<file path="src/rtl/hc_pkg.sv">
// Shared definitions for the HC keystream consumer.
// Word/key widths and the stream-XOR FSM encoding.
package hc_pkg;

    localparam int HC_WORD_W = 32;
    localparam int HC_KEY_W  = 128;
    localparam int HC_IV_W   = 128;

    typedef enum logic [1:0] {
        HC_XOR_IDLE      = 2'd0,
        HC_XOR_INIT      = 2'd1,
        HC_XOR_WAIT_INIT = 2'd2,
        HC_XOR_RUN       = 2'd3
    } hc_xor_state_t;

    function automatic logic [HC_WORD_W-1:0] hc_xor_word(
        input logic [HC_WORD_W-1:0] data,
        input logic [HC_WORD_W-1:0] ks
    );
        return data ^ ks;
    endfunction

endpackage

</file>
<file path="src/rtl/hc_ks_fifo.sv">
// Keystream prefetch FIFO: KS_DEPTH x 32, circular pointers.
// Flush empties it in one cycle; push and pop may coincide.
module hc_ks_fifo
    import hc_pkg::*;
#(
    parameter int KS_DEPTH = 4
) (
    input  logic                      clk,
    input  logic                      reset,
    input  logic                      flush,
    input  logic                      push,
    input  logic [HC_WORD_W-1:0]      push_data,
    input  logic                      pop,
    output logic [HC_WORD_W-1:0]      head,
    output logic [$clog2(KS_DEPTH):0] count
);

    localparam int AW = $clog2(KS_DEPTH);
    localparam int CW = AW + 1;

    logic [AW-1:0]        wr_ptr;
    logic [AW-1:0]        rd_ptr;
    logic [HC_WORD_W-1:0] mem [KS_DEPTH];

    assign head = mem[rd_ptr];

    // Pointers wrap naturally because the depth is a power of two.
    always_ff @(posedge clk) begin
        if (reset || flush) begin
            wr_ptr <= '0;
            rd_ptr <= '0;
            count  <= '0;
        end else begin
            if (push) begin
                wr_ptr <= wr_ptr + AW'(1);
            end
            if (pop) begin
                rd_ptr <= rd_ptr + AW'(1);
            end
            unique case ({push, pop})
                2'b10:   count <= count + CW'(1);
                2'b01:   count <= count - CW'(1);
                default: count <= count;
            endcase
        end
    end

    // Storage array; no reset needed, occupancy gates every read.
    always_ff @(posedge clk) begin
        if (push && !flush) begin
            mem[wr_ptr] <= push_data;
        end
    end

endmodule

</file>
<file path="src/rtl/hc_stream_xor.sv">
// HC keystream consumer: keys the core, prefetches keystream,
// and XORs it onto a valid/ready data stream.
module hc_stream_xor
    import hc_pkg::*;
#(
    parameter int KS_DEPTH = 4
) (
    input  logic                 clk,
    input  logic                 reset,
    input  logic                 start,
    input  logic [HC_KEY_W-1:0]  key,
    input  logic [HC_IV_W-1:0]   iv,
    output logic [HC_KEY_W-1:0]  core_key,
    output logic [HC_IV_W-1:0]   core_iv,
    output logic                 core_init,
    output logic                 core_next,
    input  logic                 core_ready,
    input  logic [HC_WORD_W-1:0] core_s,
    input  logic                 core_s_valid,
    input  logic [HC_WORD_W-1:0] din,
    input  logic                 din_valid,
    output logic                 din_ready,
    output logic [HC_WORD_W-1:0] dout,
    output logic                 dout_valid,
    input  logic                 dout_ready,
    output logic                 ready,
    output logic [31:0]          word_ctr
);

    localparam int CW = $clog2(KS_DEPTH) + 1;

    hc_xor_state_t state;
    hc_xor_state_t state_nxt;

    logic                 settle;
    logic                 outstanding;
    logic                 discard;
    logic                 run;
    logic                 xfer;
    logic                 ks_push;
    logic                 ks_pop;
    logic [HC_WORD_W-1:0] ks_head;
    logic [CW-1:0]        ks_count;

    assign run = (state == HC_XOR_RUN);

    // A start in the same cycle wins, so no word is accepted
    // only to be thrown away by the restart.
    assign din_ready = run && !start
                     && (ks_count != '0)
                     && (!dout_valid || dout_ready);

    assign xfer   = din_valid && din_ready;
    assign ks_pop = xfer;

    // Words for requests made before a restart never enter.
    assign ks_push = core_s_valid && run
                   && !discard && !start;

    // One request in flight; occupancy plus that request
    // never exceeds the buffer depth.
    assign core_next = run && !start && !outstanding
                     && (ks_count < CW'(KS_DEPTH));

    hc_ks_fifo #(
        .KS_DEPTH (KS_DEPTH)
    ) u_fifo (
        .clk       (clk),
        .reset     (reset),
        .flush     (start),
        .push      (ks_push),
        .push_data (core_s),
        .pop       (ks_pop),
        .head      (ks_head),
        .count     (ks_count)
    );

    // State register.
    always_ff @(posedge clk) begin
        if (reset) begin
            state <= HC_XOR_IDLE;
        end else begin
            state <= state_nxt;
        end
    end

    // Marks the first WAIT_INIT cycle, where core_ready is stale.
    always_ff @(posedge clk) begin
        if (reset) begin
            settle <= 1'b0;
        end else begin
            settle <= (state == HC_XOR_INIT);
        end
    end

    // Next-state and FSM-driven outputs.
    always_comb begin
        state_nxt = state;
        core_init = 1'b0;
        ready     = 1'b0;
        unique case (state)
            HC_XOR_IDLE: begin
                if (start) begin
                    state_nxt = HC_XOR_INIT;
                end
            end
            HC_XOR_INIT: begin
                core_init = 1'b1;
                state_nxt = start ? HC_XOR_INIT
                                  : HC_XOR_WAIT_INIT;
            end
            HC_XOR_WAIT_INIT: begin
                if (start) begin
                    state_nxt = HC_XOR_INIT;
                end else if (core_ready && !settle) begin
                    state_nxt = HC_XOR_RUN;
                end
            end
            HC_XOR_RUN: begin
                ready = 1'b1;
                if (start) begin
                    state_nxt = HC_XOR_INIT;
                end
            end
            default: begin
                state_nxt = HC_XOR_IDLE;
            end
        endcase
    end

    // Key/IV capture for the core.
    always_ff @(posedge clk) begin
        if (reset) begin
            core_key <= '0;
            core_iv  <= '0;
        end else if (start) begin
            core_key <= key;
            core_iv  <= iv;
        end
    end

    // Request tracking; a restart with a request in flight
    // leaves one late word to be swallowed.
    always_ff @(posedge clk) begin
        if (reset) begin
            outstanding <= 1'b0;
            discard     <= 1'b0;
        end else if (start) begin
            outstanding <= 1'b0;
            discard     <= (outstanding || discard)
                         && !core_s_valid;
        end else begin
            if (core_s_valid) begin
                if (discard) begin
                    discard <= 1'b0;
                end else begin
                    outstanding <= 1'b0;
                end
            end
            if (core_next) begin
                outstanding <= 1'b1;
            end
        end
    end

    // Output stage: one-cycle din-to-dout with hold on stall.
    always_ff @(posedge clk) begin
        if (reset) begin
            dout       <= '0;
            dout_valid <= 1'b0;
            word_ctr   <= '0;
        end else if (start) begin
            dout_valid <= 1'b0;
            word_ctr   <= '0;
        end else if (xfer) begin
            dout       <= hc_xor_word(din, ks_head);
            dout_valid <= 1'b1;
            word_ctr   <= word_ctr + 32'd1;
        end else if (dout_ready) begin
            dout_valid <= 1'b0;
        end
    end

endmodule

</file>
<file path="config.mk">
export PLATFORM = sky130hd
export DESIGN_NAME = hc_stream_xor
export DESIGN_NICKNAME = d
export VERILOG_FILES = /design/src/rtl/hc_pkg.sv /design/src/rtl/hc_ks_fifo.sv /design/src/rtl/hc_stream_xor.sv
export SDC_FILE = /design/constraint.sdc
export NUM_CORES = 1
export LEC_CHECK = 0
export ABC_AREA = 1
export CAP_MARGIN = 20
export CORE_AREA = 8 8 247 249
export DETAILED_ROUTE_END_ITERATION = 7
export DIE_AREA = 0 0 255 257
export PLACE_DENSITY_LB_ADDON = 0.2
export SYNTH_ARGS = -nofsm -noshare
export SYNTH_HDL_FRONTEND = slang
export SYNTH_SLANG_ARGS = --single-unit
</file>
<file path="constraint.sdc">
create_clock -name clk -period 3.66 [get_ports clk]
set_clock_uncertainty 0.1 [all_clocks]
set_input_delay 0.915 -clock clk [delete_from_list [all_inputs] [get_ports clk]]
set_output_delay 0.915 -clock clk [all_outputs]
set_load 0.1 [all_outputs]
</file>
Yosys cells after proc, flatten, opt, wreduce, memory -nomap -nowiden
Memory sizes are Yosys's and may differ from the RTL's. A register that Yosys moved wholly into a read port is not among the register bits.
Cells that the tools add are included.
Widths: inputs -> output; s select.
- memories: 1
- input bits: 327
- word-level logic and storage cells: 80
- flip-flop bits (word level): 333
- output and inout bits: 325
- RAM bits: 128
- memory list (name ; depth ; bits a word ; rd ports ; clocked after Yosys merged registers in ; wr ports ; line ; RTL):
    u_fifo.mem ; 4 ; 32 ; 1 ; 1 ; 1 ; hc_ks_fifo.sv:23 ; logic [HC_WORD_W-1:0] mem [KS_DEPTH];
- reduce and logical (&&, ||, !) cells: 32
- order comparisons: 1
- muxes and demuxes: 19
- add/sub/neg operators: 5
- equal/unequal tests: 8
- bitwise gates (word level): 2
- operators with widths (operator ; count):
    $add 32x1->32 const B ; 1
    $xor 32x32->32 ; 1
    $logic_and 1x1->1 ; 12
    $mux 2 ; 6
    $mux 1 ; 11
    $reduce_bool 2->1 ; 4
    $eq 2x2->1 const B ; 3
    $logic_not 1->1 ; 6
    $pmux 2 s3 ; 1
    $pmux 3 s2 ; 1
    $reduce_and 2->1 ; 3
    $add 2x1->2 const B ; 2
    $eq 2x1->1 const B ; 2
    $reduce_or 2->1 ; 2
    $add 3x1->3 const B ; 1
    $logic_or 1x1->1 ; 3
    $lt 3x3->1 const B ; 1
    $ne 3x3->1 const B ; 1
    $reduce_bool 3->1 ; 1
    $sub 3x1->3 const B ; 1
    $logic_not 2->1 ; 1
    $ne 2x1->1 const B ; 1
    $ne 2x2->1 const B ; 1
    $not 1->1 ; 1

Depth between registers and ports, before layout
Gate-level depths: netlist of run 1.
- depth in word-level cells: 7
- mapped depth: 15
- gate-level depth less buffers: 12

Cells and area by module
Synthesis of run 1 repeated with hierarchy kept, for this count alone.
- cells, all modules: 1974
- area, all modules: 17377.9 sq um
- modules (own cells, without submodules) (module ; cells an instance ; times used ; area each (sq um) ; sequential area each (sq um)):
    hc_stream_xor ; 1608 ; 1 ; 12160.4 ; 6526.3
    hc_ks_fifo ; 366 ; 1 ; 5217.5 ; 4023.9

Worst setup path before layout of run 1
Ideal clock, no wire load.
- path type: register to output
- start: reg state[0]
- end: out core_next
- cell stages (with the launch flop): 4
- buffers on the path: 0
- setup slack: -0.843 ns
- arrival time: 3.488 ns
- required time: 2.645 ns
- path through: dfxtp_1 ha_1 nand2_2 nor3_1
- word-level cells in the longest chain between the ends: 4
- ends and longest elaborated chain (element ; line ; RTL):
    from (decl) ; hc_stream_xor.sv:32 ; hc_xor_state_t state;
    from (signal assigned) ; hc_stream_xor.sv:83 ; state <= state_nxt;
    $eq 2x2->1 ; hc_stream_xor.sv:45 ; assign run = (state == HC_XOR_RUN);
    $logic_and 1x1->1 (2 in a row) ; hc_stream_xor.sv:62 ; assign core_next = run && !start && !outstanding
    $logic_and 1x1->1 ; hc_stream_xor.sv:63 ; && (ks_count < CW'(KS_DEPTH));
    to (decl) ; hc_stream_xor.sv:16 ; output logic core_next,
Every way passes these cells.

Worst setup path after layout of run 1
- start: in dout_ready
- end: out din_ready
- word-level cells in the longest chain between the ends: 2
- ends and longest elaborated chain (element ; line ; RTL):
    from (decl) ; hc_stream_xor.sv:25 ; input logic dout_ready,
    $logic_or 1x1->1 ; hc_stream_xor.sv:51 ; && (!dout_valid || dout_ready);
    $logic_and 1x1->1 ; hc_stream_xor.sv:51 ;
    to (decl) ; hc_stream_xor.sv:22 ; output logic din_ready,
Every way passes these cells.

==> impl_summary.md, run 1 <==
Synth
The proportion of synthesized chip area in sequential cells is roughly three fifths. Counting every net in the synthesized netlist gives 2,356. The cell count after synthesis came out at 2,019. The share of async-settable or async-resettable flops after synthesis is 0%. The number of synthesized flops with an enable pin is 128. After synthesis the cells add up to between 15,000 and 20,000 um2. The number of different library cells in the post-synthesis netlist is 31. The flop and latch count out of synthesis is 463. The biggest area contributor in the post-synthesis netlist is dfxtp_1. Sorting the synthesized cells by area gives the leading types as dfxtp_1 (39%), edfxtp_1 (22%), nor2_1 (13%). The most used flip-flop cell after synthesis is dfxtp_1. Yosys instantiated no cell more often than nor2_1. For this run, the number of Yosys warnings is 0. The area fraction of the dominant cell type after synthesis is 38.6%. Sorting the synthesized cells by how often they occur yields nor2_1 (619), dfxtp_1 (335), o21ai_0 (301). After synthesis, the mean cell area works out to 8.60 um2.

Floorplan
The region available for standard cell placement spans 57,000 um2. The number of I/O pins is 652. The die outline area is 65,500 um2. The x dimension of the die is 255 um. In this run the vertical extent of the chip is 257 um. The initial utilization of the core area, before any placement, comes to 30.4%. The row count is 88.

Detailed routing
The number of detailed-route iterations in the first pass is 5. The via count is around 16,000. The aggregate routed wire length is about 67,000 um. In this run, the number of DRC markers left after iteration 0 of detailed routing was a little over 1,000. The remaining design rule violation count is 0.

The final antenna-violating net count is 0. Dividing the detail-routed via count by the number of cells gives 4.57. After detailed routing, the average wire length per cell comes to 19.3 um.

Outcome
The run finished with clean final reports.

Power
The leakage power is 0.0107 uW. The power density over cell area is ~530 nW/um2. The peak supply drop is 0.346 mV.

Global routing
The total congestion overflow after global routing is 0. The overall track demand over capacity in global routing is approximately a fifth. Entering global routing, the biggest net connects 258 pins.

The wire length of the first global-routing pass is slightly below 100,000 um. The via count of the first global-routing pass is 15,400. The initial antenna violation count was 28.

Clock tree
The cts-stage hold buffer count is 0. The clock-pin slew of the registers on the worst-case setup and hold paths is 60 ps. Counting every sink on the clock net gives 463. The number of buffers created by CTS is 52. The number of resized instances in the post-cts repair step is 0. The buffer cell driving the clock tree root is clkbuf_16. The clock latency on the worst-skew pair is 600 ps. The buffer levels on the longest clock path is 3. TritonCTS built the clock tree.

The H-tree depth reported by CTS is 2. The post-CTS setup buffer count is 0.

STA
Setup slack closes at 740 ps. Setup repair after global routing left no endpoint under its margin. The final number of hold-violating endpoints was 0. Setup violations remaining at the end of the flow were counted as 0. The measured slew at the worst slew-check pin is approximately 1400 ps. The count of final max-slew check failures is 0. The final hold slack is 374 ps. For the finished layout, the period the worst path requires is 2920 ps. In this run the tightest slew margin relative to its limit is 7.45%.

The share of the clock period used by the worst path is roughly 80%. The fmax is 342 MHz.

Setup path
The slack of the worst reg-to-reg path is ~1100 ps. The endpoint required time on the critical path is around 2600 ps. The worst stage delay on the critical path is 450 ps.

Walking the worst path, the cells encountered are clkdlybuf4s50_1 > nor2_1 > nor2_4 > nand2_1 > inv_1 > buf_12. The worst setup path is of the input pin to primary output kind. The nature of the critical path startpoint is an input pin. The cell family contributing the most delay on the critical path is buffers and inverters. The critical-path cell with the highest stage delay is clkdlybuf4s50_1.

The kind of capture point of the worst setup path is a primary output. At the worst endpoint, the arrival time is 1910 ps. Together, buffers and inverters on the worst path number 3.

The largest driver fanout on the critical path is 3.

Cells and area
The count of nets after finishing is 2,965. The area of the multi-input gates is between 6000 and 7000 um2. Counting the fill cells in the layout gives approximately 5,600.

Relative to the synthesized area, the layout overhead comes to 47.8%. Of the cells placed in the final design, the portion with a size suffix greater than 1 is 17.1%. The sequential cells in the finished layout cover a total of ~11,000 um2.

Placed design
The global placer's final weighted congestion is slightly below 0.9. The port buffer count is 651. Before CTS, the worst setup slack after placement is 479 ps. The half-perimeter wire length after detailed placement is 49,000 um.

Job
The max-cap violation count is 0.

Hold path
The worst min-delay path category is flip-flop to flip-flop.
==> report_power, final <==
group / internal [uW] / switching (uW) / total, uW
clock: 3260 / 2160 / 5420
sequential: 5460 / 100 / 5560
combinational: 685 / 1940 / 2620
total: 9410 / 4200 / 13600
==> area by class of cell <==
cell class,count,area share [%]
diodes,16,0.156
clock buffers,75,5.96
clock inverters,21,1.05
inverters,68,1.04
multi-input cells,1366,23.7
flip-flops and latches,463,41.1
well taps,765,3.73
repair buffers,677,23.2
==> per-layer routing <==
| layer | part of all wire [%] | routed length (um) | track usage [%] | vias to the layer above |
|---|---|---|---|---|
| met5 | 0.23 | 156 | 0 | - |
| met4 | 3.8 | 2550 | 7.47 | 22 |
| met3 | 9.3 | 6190 | 6.91 | 133 |
| met2 | 49 | 32600 | 33.0 | 542 |
| met1 | 38 | 25100 | 21.2 | 7249 |
| li1 | - | - | - | 7840 |
==> flip-flops by register name, indices dropped and copies added (netlist names), named ones only <==
name and count:
word_ctr 32, settle 1, u_fifo.count 3, u_fifo.wr_ptr 2, discard 1, u_fifo.rd_ptr 2
outstanding 1, core_iv 128, state 2, dout_valid 1, dout 32, u_fifo.mem 128
core_key 128
==> stage by stage <==
stage	cells	util (%)	TNS [ps]	instance area (um2)	power (uW)
4_1_cts	3435	44.9	0	25600	13800
2_1_floorplan	2019	-	-2320	17400	7420
3_3_place_gp	3339	41.8	0	23800	8290
3_5_place_dp	3339	41.8	0	23800	8310
5_1_grt	3438	44.9	0	25600	14100
6_report	3451	45.0	0	25700	13600
==> final timing paths <==
path | from | to | cells after the start
setup / recovery | dout_ready | din_ready | 6
hold / removal | u_fifo.rd_ptr[1] | u_fifo.rd_ptr[1] | 2
setup reg to reg | state[0] | u_fifo.count[2] | 12
hold reg to reg | u_fifo.rd_ptr[1] | u_fifo.rd_ptr[1] | 2
==> tightest hold or removal path: stages, from the launching register on <==
cell and delay, ps:
dfxtp_1 310, inv_1 50, a21oi_1 60
==> kinds of logic (layout without fill, tap and decap cells) <==
family          after synthesis  in the layout  share of synthesized area, %
xor+xnor                     30             30                          1.51
buf+inv                     190            841                          4.42
other cells                   0             16                             0
compound gates              376            376                          11.0
fa+ha+maj                    10             10                         0.764
flops                       463            463                          60.8
simple gates                950            950                          21.6
==> layout by cell type, fill, tap and decap left out, drive strengths merged, types with 53 or more instances in the layout <==
cell type / count
a21oi: 53
buf: 352
clkbuf: 75
clkdlybuf4s50: 325
dfxtp: 335
edfxtp: 128
inv: 69
nand2: 230
nand3: 77
nor2: 624
o21ai: 312
Power figures use the tool's default switching activity.
==> run 2, diff against run 1 <==
Clock period 3.66 ns to 2.8 ns, I/O delays scaled along.
==> run 2 against run 1 <==
  * Critical path depth increased by 1
  * Highest routed layer unchanged
  * Power is 31% higher
  * Flip-flop and latch count stayed put
  * Sequential power is 31% higher
  * Clock power is 30% higher
  * Worst setup slack got worse by 580 ps
  * Final area rose by 0.49%
  * Non-clock buffer count rose by 6
  * Critical path type unchanged
  * Global-route usage is 0.085 points higher
  * First-iteration DRC count down 8.4%
  * Final cell count grew 0.20%
==> impl_summary.md, run 2 (same netlist as run 1, synthesis figures left out) <==
STA
Timing would allow up to 379 MHz. The count of final max-slew check failures is 0. Setup violations remaining at the end of the flow were counted as 0.

The final number of hold-violating endpoints is 0. The worst slew slack as a fraction of its limit is 17.8%. The clock period could shrink to 2640 ps. In the final timing run, aggregate negative setup slack is 0 ps.

Dividing the final minimum period by the clock period gives 94.2%. Setup repair after global routing left no endpoint under its margin. The final hold slack is 364 ps.

For the pin with the worst max-slew slack, the measured transition is 1230 ps.

Clock tree
The post-CTS setup buffer count is 0. At the later pin of the worst-skew pair, clock insertion delay measures 600 ps. The clock-pin slew of the registers on the worst-case setup and hold paths is about 60 ps. Counting the buffers created by CTS gives 53. The clock net in this run drives a total of between 400 and 500 sinks.

The H-tree depth reported by CTS is 2. The number of hold buffers added after CTS was 0. The buffer levels on the longest clock path is 3.

The tree is rooted in a clkbuf_16. TritonCTS built the clock tree. The number of resized instances in the post-cts repair step is 0.

Hold path
The worst min-delay path category is flip-flop to flip-flop.

Setup path
The critical-path cell with the highest stage delay is clkdlybuf4s50_1. The worst setup path is launched from an input pin. The kind of cell with the highest combined delay along the critical path is buffers and inverters. The worst stage delay on the critical path is 410 ps. The number of buffers and inverters on the critical path is 4. The critical path in this run is classified as input pin to primary output.

The endpoint arrival time on the critical path is 1840 ps. The signal on the critical path passes through clkdlybuf4s50_1 > nor2_1 > nor2_4 > buf_4 > nand2_1 > inv_1 > buf_12. The endpoint required time on the critical path is 2000 ps. STA classifies the critical path endpoint as a primary output. The largest driver fanout on the critical path is 2.

Cells and area
Leaving out fill and tap cells, the most frequent cells in the layout are nor2_1 (614), buf_4 (345), dfxtp_1 (334), clkdlybuf4s50_1 (325), o21ai_0 (301). At the end of the flow, the number of nets in the layout was 2,972. The number of fill cells in the layout is 5,578. Cells with a size suffix above 1 make up approximately 17% of the layout.

Compared with the post-synthesis result, the final layout area differs by 48.5%. The area of the multi-input gates is approximately 6100 um2. The sequential cells in the finished layout cover a total of 10,600 um2.

The total non-filler cell area in the finished layout is 25,800 um2. The most common cell after layout, fill and taps aside is nor2_1. In the final layout, the registers with the most flip-flops are core_iv x128, core_key x128, u_fifo.mem x128.

Placed design
At the end of routability-driven placement, the weighted congestion stood at 0.911. Detailed placement ended at an HPWL of 48,900 um. The port buffer count is 651. After detailed placement, the total cell area comes to between 20,000 and 25,000 um2.

Global routing
The largest net degree at the start of global routing is between 200 and 250. The via count of the first global-routing pass is 15,400. The total congestion overflow after global routing is 0. Global routing used slightly below 20% of the available tracks across all layers.

The wire length of the first global-routing pass is 97,200 um. The initial antenna violation count is 24.

Power
The power density over cell area is 689 nW/um2. The peak supply drop is 0.480 mV. The leakage power is around 0.011 uW. The total power consumption of the routed design is 17,800 uW.

Detailed routing
The via count is approximately 16,000. The final antenna-violating net count is 0. Summed over all layers, the routed wires come to 66,900 um. The number of detailed-route iterations in the first pass is 6.

The wire length per cell is 19.3 um. After detailed routing, the number of remaining DRC violations is 0. The average via count per standard cell is 4.58. The number of DRC markers after the initial detailed-route iteration is around 950.

Floorplan
In this run the count of I/O pins placed on the die edge is 652. The die outline area is 65,500 um2. The effective utilization at floorplan is 30.4%. The height of the die is about 260 um.

The x dimension of the die is 255 um. The area of the placeable core is 57,000 um2. The row count is 88.

Job
The tool flagged a number of max-cap violations equal to 0.

Outcome
The run finished with clean final reports.
==> run 2: changes by cell type in the layout (fill, tap and decap cells not counted), sizes merged <==
| cell | previous run | this run |
|---|---|---|
| clkbuf | 75 | 78 |
| clkinvlp | 4 | 1 |
| buf | 352 | 358 |
| clkinv | 11 | 14 |
| diode | 16 | 15 |
| bufinv | 5 | 4 |
==> run 2: power by group <==
| part | internal [uW] | switching, uW |
|---|---|---|
| clock | 4180 | 2850 |
| combinational | 903 | 2550 |
| sequential | 7140 | 132 |
| total | 12200 | 5530 |
==> run 2: cell type report <==
type | instances | area share (%)
Sequential cell | 463 | 40.9
Timing Repair Buffer | 683 | 23.6
Multi-Input combinational cell | 1366 | 23.6
Clock buffer | 78 | 5.94
Tap cell | 765 | 3.71
Inverter | 68 | 1.04
Clock inverter | 20 | 1.02
Antenna cell | 15 | 0.146
==> run 2: path summary, 6_finish.rpt <==
check,startpoint,endpoint,slack [ps],cells past startpoint
worst max register to register,state[0],dout[28],530,10
worst min-delay path,u_fifo.rd_ptr[1],u_fifo.rd_ptr[1],360,2
worst max-delay path,dout_ready,din_ready,160,7
worst min register to register,u_fifo.rd_ptr[1],u_fifo.rd_ptr[1],360,2
==> run 2: stage by stage <==
step	setup slack, ps	instances	utilization (%)
final	162	3458	45.2
after global routing	28.2	3448	45.2
after CTS	104	3443	45.1
after detailed placement	-59.2	3345	42.0
after global placement	-31.9	3345	42.0
after floorplan	17.1	2019	-
==> run 2: worst register-to-register path, stage by stage (launching register included) <==
cell     delay (ps)
dfxtp_1         420
ha_4            170
nand2_2          70
nor2_4          130
nand3_4          70
inv_2            60
buf_4           380
buf_4           500
nand2_1         120
nor2_1           90
nor2_1           40
==> run 2: metal layers <==
layer	part of all wire [%]	vias up	global-route usage (%)
met5	0.23	-	0
met1	38	7354	21.5
met4	3.5	22	7.62
met3	9.1	127	6.98
li1	-	7835	-
met2	49	501	32.8
